==> src/rtl/acc_pkg.sv <==
// Shared accumulator constants, vector type and readout FSM states.
package acc_pkg;

  localparam int DIM_C        = 8;
  localparam int ACC_WIDTH    = 24;
  localparam int WEIGHT_WIDTH = 8;

  typedef logic [DIM_C-1:0][ACC_WIDTH-1:0] acc_vec_t;

  typedef enum logic {
    IDLE   = 1'b0,
    STREAM = 1'b1
  } rd_state_e;

endpackage

==> src/rtl/acc_shadow_bank.sv <==
// DIM_C x ACC_WIDTH holding register with whole-vector load and an indexed read port.
module acc_shadow_bank #(
  parameter int DIM_C     = acc_pkg::DIM_C,
  parameter int ACC_WIDTH = acc_pkg::ACC_WIDTH,
  parameter int IDX_WIDTH = $clog2(DIM_C)
) (
  input  logic                             clk,
  input  logic                             rst_n,
  input  logic                             load_i,
  input  logic [DIM_C-1:0][ACC_WIDTH-1:0]  data_i,
  input  logic [IDX_WIDTH-1:0]             rd_idx_i,
  output logic [ACC_WIDTH-1:0]             rd_data_o
);

  logic [DIM_C-1:0][ACC_WIDTH-1:0] bank_q;

  always_ff @(posedge clk or negedge rst_n) begin
    if (!rst_n)      bank_q <= '0;
    else if (load_i) bank_q <= data_i;
  end

  assign rd_data_o = bank_q[rd_idx_i];

endmodule

==> src/rtl/acc_readout_serializer.sv <==
// Snapshots the accumulator on tile-done, clears it in the same cycle, then streams one lane per beat.
module acc_readout_serializer #(
  parameter int DIM_C     = acc_pkg::DIM_C,
  parameter int ACC_WIDTH = acc_pkg::ACC_WIDTH,
  parameter int IDX_WIDTH = $clog2(DIM_C)
) (
  input  logic                             clk,
  input  logic                             rst_n,
  input  logic                             start,
  input  logic [DIM_C-1:0][ACC_WIDTH-1:0]  sum_in,
  output logic                             acc_clear,
  output logic                             out_valid,
  input  logic                             out_ready,
  output logic [ACC_WIDTH-1:0]             out_data,
  output logic [IDX_WIDTH-1:0]             out_idx,
  output logic                             out_last,
  output logic                             busy,
  output logic                             overrun,
  input  logic                             err_clr
);
  import acc_pkg::*;

  localparam logic [IDX_WIDTH-1:0] LAST_IDX = IDX_WIDTH'(DIM_C - 1);

  rd_state_e            state_q, state_d;
  logic [IDX_WIDTH-1:0] idx_q, idx_d;
  logic                 overrun_q, overrun_d;
  logic                 xfer, at_last, accept, reject;

  assign xfer    = (state_q == STREAM) && out_ready;
  assign at_last = (idx_q == LAST_IDX);
  // Gating with rst_n keeps a start asserted during reset from clearing the accumulator.
  assign accept  = start && rst_n && ((state_q == IDLE) || (xfer && at_last));
  assign reject  = start && (state_q == STREAM) && !accept;

  acc_shadow_bank #(
    .DIM_C     (DIM_C),
    .ACC_WIDTH (ACC_WIDTH),
    .IDX_WIDTH (IDX_WIDTH)
  ) u_shadow (
    .clk       (clk),
    .rst_n     (rst_n),
    .load_i    (accept),
    .data_i    (sum_in),
    .rd_idx_i  (idx_q),
    .rd_data_o (out_data)
  );

  always_ff @(posedge clk or negedge rst_n) begin
    if (!rst_n) begin
      state_q   <= IDLE;
      idx_q     <= '0;
      overrun_q <= 1'b0;
    end else begin
      state_q   <= state_d;
      idx_q     <= idx_d;
      overrun_q <= overrun_d;
    end
  end

  always_comb begin
    state_d   = state_q;
    idx_d     = idx_q;
    // A reject in the same cycle as err_clr leaves overrun set.
    overrun_d = reject ? 1'b1 : (err_clr ? 1'b0 : overrun_q);
    case (state_q)
      IDLE: begin
        if (accept) begin
          state_d = STREAM;
          idx_d   = '0;
        end
      end
      STREAM: begin
        if (xfer) begin
          if (!at_last) begin
            idx_d = idx_q + 1'b1;
          end else begin
            idx_d   = '0;
            state_d = accept ? STREAM : IDLE;
          end
        end
      end
      default: begin
        state_d = IDLE;
        idx_d   = '0;
      end
    endcase
  end

  always_comb begin
    acc_clear = accept;
    out_valid = (state_q == STREAM);
    out_last  = (state_q == STREAM) && at_last;
    busy      = (state_q == STREAM);
    out_idx   = idx_q;
    overrun   = overrun_q;
  end

endmodule

==> config.mk <==
export PLATFORM = sky130hd
export DESIGN_NAME = acc_readout_serializer
export DESIGN_NICKNAME = d
export VERILOG_FILES = /design/src/rtl/acc_pkg.sv /design/src/rtl/acc_shadow_bank.sv /design/src/rtl/acc_readout_serializer.sv
export SDC_FILE = /design/constraint.sdc
export NUM_CORES = 1
export LEC_CHECK = 0
export ABC_AREA = 1
export CORE_UTILIZATION = 46
export CTS_CLUSTER_DIAMETER = 60
export DETAILED_ROUTE_END_ITERATION = 10
export GPL_TIMING_DRIVEN = 1
export PLACE_DENSITY = 0.8
export SLEW_MARGIN = 0
export SYNTH_ARGS = -nofsm -noshare
export SYNTH_HDL_FRONTEND = slang
export SYNTH_SLANG_ARGS = --single-unit
==> constraint.sdc <==
create_clock -name clk -period 3.18 [get_ports clk]
set_clock_uncertainty 0.2 [all_clocks]
set_input_delay 0.954 -clock clk [delete_from_list [all_inputs] [get_ports clk]]
set_output_delay 0.954 -clock clk [all_outputs]
set_load 0.005 [all_outputs]
==> results of run 1 <==
report_power, final:
part | switching [mW] | leakage, nW | internal, mW | total, mW
Clock | 1.02 | 0.279 | 1.12 | 2.15
Sequential | 0.379 | 2.34 | 3.76 | 4.14
Combinational | 3.76 | 3.71 | 2.50 | 6.26
stage by stage:
step,setup TNS (ps),cell area (µm²),std cells
floorplan,0,9620,1289
detailed placement,-193,12000,1724
finish,0,13000,1774
global placement,-173,12000,1724
global route,-198,13000,1774
CTS,-534,12900,1769
worst min path at each step:
stage,to,slack [ps],start,cells past startpoint
after floorplan,u_shadow.bank_q[0],300,u_shadow.bank_q[0],2
after global placement,u_shadow.bank_q[136],310,u_shadow.bank_q[136],2
after detailed placement,overrun,330,overrun,2
after CTS,overrun,340,overrun,2
after global routing,u_shadow.bank_q[156],350,u_shadow.bank_q[156],2
final,overrun,340,overrun,2
cell usage in the layout (no fill, tap or decap), types with 2 or more instances in the layout:
cell / netlist / routed
dfrtp_1: 197 / 195
clkbuf_2: 0 / 2
clkinvlp_4: 0 / 2
buf_16: 0 / 9
clkinv_4: 0 / 5
clkdlybuf4s50_1: 0 / 201
inv_6: 0 / 2
nand2_1: 514 / 492
buf_12: 0 / 8
o21ai_0: 192 / 192
clkbuf_16: 0 / 20
nand3_2: 0 / 14
clkdlybuf4s15_1: 0 / 2
inv_1: 197 / 196
nand4_1: 2 / 2
clkbuf_8: 0 / 2
nand3_1: 100 / 86
buf_2: 29 / 14
dlygate4sd2_1: 0 / 7
inv_8: 0 / 3
nand2_2: 0 / 21
buf_4: 11 / 15
flip-flops by register name (all words and copies together) (netlist names):
name,cells
overrun,1
u_shadow.bank_q,192
out_idx,3
busy,1
tightest hold or removal path: cells and delay by family (launching register included):
kind / cells / cell delay, ps
flops: 1 / 380
compound gates: 1 / 70
buf+inv: 1 / 50
metal layers:
layer | global-route usage (%) | vias up
met5 | 0 | -
met4 | 9.58 | 0
met3 | 5.44 | 49
met2 | 42.3 | 350
met1 | 38.0 | 4121
li1 | - | 4324
final cells by class:
cell class              instances  area (µm²)
well taps                     270         338
fillers                      1752        7330
multi-input cells             813        3600
flip-flops and latches        197        4930
clock inverters                13         140
inverters                     198         769
clock buffers                  18         439
repair buffers                264        2810
diodes                          1        2.50
cell families after synthesis:
family / after synthesis
compound gates: 194
fa+ha+maj: 2
buf+inv: 279
flops: 197
simple gates: 617
timing repair:
action / in CTS / in global routing
endpoints found under the setup margin: 26 / 25
gates resized for setup: 86 / 46
buffers inserted: 7 / 2
pin swaps: 18 / 11
cloned: 8 / 3
==> impl_metrics.json, run 1 <==
{
  "ys_types": 16,
  "hpwl_um": 18000,
  "first_pass_iters": 5,
  "end_kind": "primary output",
  "hold_violations": 0,
  "met2_length_um": 13500,
  "drv_slew": 0,
  "ir_worst_vdd_mv": 0.392,
  "topRoutingLayerUsed": "met4",
  "nNetsFinal": 1690,
  "grt_pass1_vias": 8511,
  "yosys_warnings": 0,
  "vias_per_cell": 4.99,
  "cp_common_cell": "nand2_1",
  "drtAntennaViolNets": 0,
  "clockBufferDepth": 2,
  "fp.dieW_um": 147,
  "cts_buffers": 17,
  "post_drt_wl_per_cell_um": 16.3,
  "ys_seq_area_share_pct": 51.3,
  "crit_end": "out_data[1]",
  "gp_congestion": 0.810,
  "grt_max_degree": 201,
  "yosys.area_share.simple_pct": 25.5,
  "syn_inst": 1289,
  "synthMuxAreaShare_pct": 0,
  "arrival_ps": 2020,
  "p_per_area_mw_per_mm2": 963,
  "synth_nets": 1488,
  "num_rows": 52,
  "clock_latency_ps": 440,
  "via_count": 8844,
  "synth.area.top_cells": "dfrtp_1 (51%), nand2_1 (20%), o21ai_0 (10%), inv_1 (7.7%), nand3_1 (5.2%)",
  "place_ws_ps": -193,
  "fp.dieArea_mm2": 0.0215,
  "syn_area_per_cell_um2": 7.46,
  "overflow": 0,
  "cts_sinks": 197,
  "syn_area_mm2": 0.00962,
  "ys_top_cells_by_count": "nand2_1 (514), dfrtp_1 (197), inv_1 (197), o21ai_0 (192), nand3_1 (100)",
  "max_stage_delay_ps": 540,
  "yosys.cell_count.top_type": "nand2_1",
  "crit_path_top_delay_cell": "dfrtp_4",
  "r2r_end": "u_shadow.bank_q[125]",
  "synth_top_family_by_area": "simple AND/OR/NAND/NOR gates",
  "fin_hold_ws_ps": 336,
  "cts_tree": "built",
  "r2r-start": "out_idx[0]",
  "htree_levels": 4,
  "route.detailed.drc": 0,
  "dr.first_iter.drc_count": 612,
  "antenna_found_initial": 1,
  "relSlewSlack_pct": 32.2,
  "rr_worst_depth": 10,
  "crit_fanout": 24,
  "cts.reportedPaths.clkPinSlew_ps": 70,
  "setup_ws_ps": 8.33,
  "crit_type": "reg2out",
  "synth_top_area_cell": "dfrtp_1",
  "grt_first_pass_wirelength_um": 44900,
  "p_leak_nw": 6.33,
  "wl_um": 29000,
  "netlist.area_leader.share_pct": 51.3,
  "synth-main-ff-cell": "dfrtp_1",
  "required_ps": 2030,
  "synth_xor_area_share_pct": 0,
  "worst_pin_slew_ps": 1020,
  "layout-drive-gt1-share_pct": 8.58,
  "outcome": "finished, final reports clean",
  "yosys_register_bits": 197,
  "min_period_over_period_pct": 99.7,
  "io_pins": 229,
  "wl_met1_um": 12600,
  "setup_viol": 0,
  "post-route-util_pct": 64.0,
  "grt_usage_pct": 27.3,
  "min_path_type": "reg2reg",
  "crit_cells": 9,
  "synth-edff-count": 0,
  "io_buffers": 228,
  "synth-async-reset-ratio_pct": 100,
  "fin_crit_ps": 3170,
  "cpLargestDelayFamily": "buffers and inverters",
  "synthAdderAreaFrac_pct": 0.260,
  "total_power_mw": 12.6,
  "hold_buffers": 0,
  "core_mm2": 0.0204,
  "die_h_um": 147,
  "worstPathCellList": "buf_12 > clkinv_16 > buf_12 > nand2_1 > nand3_1 > nand2_1 > nand2_1 > nand2_1 > dlygate4sd2_1",
  "synthToLayoutAreaGrowth_pct": 35.5,
  "ctsRootBufferMaster": "clkbuf_16",
  "crit_buf_inv": 4,
  "cp-start-kind": "flip-flop",
  "max_clock_freq_mhz": 315,
  "initial_core_util_pct": 47.2,
  "rsz0062_at_grt": "yes",
  "cp-startpoint": "out_idx[0]",
  "reg2reg_slack_ps": 590,
  "dr_wl_met3_um": 2030,
  "synth-compound-area-share_pct": 10.2,
  "drv_cap": 0
}
No activity file was read; power rests on OpenSTA's default activity.
==> inputs of run 2 (changes only) <==
--- a/config.mk
+++ b/config.mk
@@ -6,8 +6,9 @@
 export NUM_CORES = 1
 export LEC_CHECK = 0
 export ABC_AREA = 1
+export ABC_CLOCK_PERIOD_IN_PS = 3180
 export CORE_UTILIZATION = 46
-export CTS_CLUSTER_DIAMETER = 60
+export CTS_CLUSTER_DIAMETER = 200
 export DETAILED_ROUTE_END_ITERATION = 10
 export GPL_TIMING_DRIVEN = 1
 export PLACE_DENSITY = 0.8
==> results of run 2 <==
No change in the layout: final DEF, timing and power equal those of run 1.
==> inputs of run 3 (changes only) <==
--- a/config.mk
+++ b/config.mk
@@ -10,8 +10,10 @@
 export CORE_UTILIZATION = 46
 export CTS_CLUSTER_DIAMETER = 200
 export DETAILED_ROUTE_END_ITERATION = 10
+export GPL_ROUTABILITY_DRIVEN = 0
 export GPL_TIMING_DRIVEN = 1
 export PLACE_DENSITY = 0.8
+export SKIP_LAST_GASP = 1
 export SLEW_MARGIN = 0
 export SYNTH_ARGS = -nofsm -noshare
 export SYNTH_HDL_FRONTEND = slang
==> run 3 against run 2 <==
The flow now finishes with violations (setup timing). Cell area grew 0.54%. Sequential power about the same. Count of clock-buffer cells in the layout unchanged. Core utilization increased by 0.34 points. Combinational power up 3%. Sequential share of layout area fell by 0.20 points. Cell count up 0.51%. Critical endpoint is now out_data[17]. Maximum frequency fell by 2.1%. Largest cell class unchanged. Register-to-register slack got worse by 40 ps. Sequential cell count did not move.
==> impl_metrics.json, run 3 (same netlist as run 1, synthesis figures left out) <==
{
  "fin_crit_ps": 3240,
  "top_register": "u_shadow.bank_q",
  "drtAntennaViolNets": 0,
  "p_switching_mw": 5.21,
  "relSlewSlack_pct": 32.7,
  "place_ws_ps": -193,
  "cts_sinks": 197,
  "fp.dieW_um": 147,
  "grt_max_degree": 201,
  "min_path_type": "reg2reg",
  "combinationalPowerShare_pct": 50.5,
  "synthToLayoutAreaGrowth_pct": 36.2,
  "initial_core_util_pct": 47.2,
  "cp-start-kind": "flip-flop",
  "required_ps": 2030,
  "post-route-util_pct": 64.3,
  "num_rows": 52,
  "min_period_over_period_pct": 102,
  "vias_per_cell": 4.97,
  "outcome": "finished, violations left",
  "overflow": 0,
  "reg2reg_slack_ps": 550,
  "post_drt_wl_per_cell_um": 16.6,
  "grt_usage_pct": 27.2,
  "internal-power_mw": 7.51,
  "ctsRootBufferMaster": "clkbuf_16",
  "drv_cap": 0,
  "arrival_ps": 2080,
  "violations": "setup timing",
  "whs_endpoint": "overrun",
  "largest_register_ffs": 192,
  "holdPathStages": 2,
  "rr_worst_depth": 9,
  "sw_frac_of_total_pct": 40.9,
  "fin_hold_ws_ps": 337,
  "fp.dieArea_mm2": 0.0215,
  "core_mm2": 0.0204,
  "place_inst": 1724,
  "antenna_found_initial": 1,
  "htree_levels": 4,
  "setup_viol": 3,
  "clockBufferDepth": 2,
  "r2r_end": "u_shadow.bank_q[53]",
  "final_cell_mix": "nand2_1 (499), clkdlybuf4s50_1 (201), inv_1 (196), dfrtp_1 (195), o21ai_0 (192)",
  "via_count": 8859,
  "n_fill_cell": 1745,
  "io_buffers": 228,
  "p_leak_nw": 6.41,
  "grt_first_pass_wirelength_um": 44800,
  "seqPwrFrac_pct": 32.6,
  "tns_ps": -87.7,
  "io_pins": 229,
  "drv_slew": 0,
  "die_h_um": 147,
  "route.detailed.drc": 0,
  "worst_pin_slew_ps": 1010,
  "rsz0062_at_grt": "yes",
  "place_area_mm2": 0.0120,
  "hold_violations": 0,
  "grt_pass1_vias": 8507,
  "ir_worst_vdd_mv": 0.385,
  "fin_area_mm2": 0.0131,
  "cts.reportedPaths.clkPinSlew_ps": 70,
  "clock_latency_ps": 430,
  "dr.first_iter.drc_count": 601,
  "r2r-start": "out_idx[0]",
  "cts_tree": "built",
  "hold_buffers": 0,
  "first_pass_iters": 5,
  "max_clock_freq_mhz": 309,
  "setup_ws_ps": -58.7,
  "crit_fanout": 12,
  "crit_type": "reg2out",
  "end_kind": "primary output",
  "nNetsFinal": 1699,
  "wl_um": 29700,
  "layout-drive-gt1-share_pct": 7.94,
  "cts_buffers": 17,
  "hp-start": "overrun",
  "fin_cells": 1783,
  "hpwl_um": 18000,
  "p_clk_share_pct": 16.9,
  "total_power_mw": 12.7,
  "final_common_cell": "nand2_1",
  "p_per_area_mw_per_mm2": 971
}
==> run 3: worst max-delay path by stage <==
| stage | to | startpoint | depth (start not counted) | slack, ps |
|---|---|---|---|---|
| finish | out_data[17] | out_idx[0] | 9 | -60 |
| global route | out_data[18] | out_idx[0] | 9 | -110 |
| CTS | acc_clear | out_idx[0] | 6 | -200 |
| detailed placement | acc_clear | start | 4 | -190 |
| global placement | acc_clear | out_ready | 4 | -170 |
| floorplan | acc_clear | out_ready | 4 | 440 |
==> run 3: cell type report <==
type	instances	area, µm²	share of cell area [%]
antenna	1	2.50	0.0191
clock buffer	18	439	3.35
clock inverter	13	140	1.07
inverter	198	759	5.80
multi-input combinational	813	3530	27.0
sequential	197	4930	37.7
tap	270	338	2.58
timing repair buffer	272	2940	22.5
timing repair inverter	1	11.3	0.0860
==> run 3: timing repair <==
| action | CTS | global route |
|---|---|---|
| endpoints found under the setup margin | 26 | 25 |
| buffers inserted | 7 | 5 |
| resized for setup | 53 | 45 |
| pin swaps | 11 | 13 |
| gates cloned | 8 | 8 |
==> run 3: metal layers <==
metal	GRT usage [%]	vias to the layer above	share of wire [%]
li1	-	4342	-
met1	38.0	4111	44
met2	42.3	355	47
met3	5.38	51	6.6
met4	9.58	0	2.9
met5	0	-	0
==> run 3: critical path, stage by stage, from the launching register on <==
cell and delay (ps):
dfrtp_4 530, buf_12 150, buf_4 140, buf_16 150, nand2_1 70, nand3_1 120
nand2_1 110, nand2_1 50, nand2_1 70, dlygate4sd2_1 240
==> run 3: power by group through the flow <==
stage / Clock [mW] / Sequential (mW) / Combinational, mW
detailed placement: 0 / 4.17 / 5.52
floorplan: 0 / 4.05 / 3.31
global route: 2.24 / 4.25 / 7.10
CTS: 2.16 / 4.14 / 6.01
finish: 2.15 / 4.14 / 6.42
global placement: 0 / 4.11 / 5.39
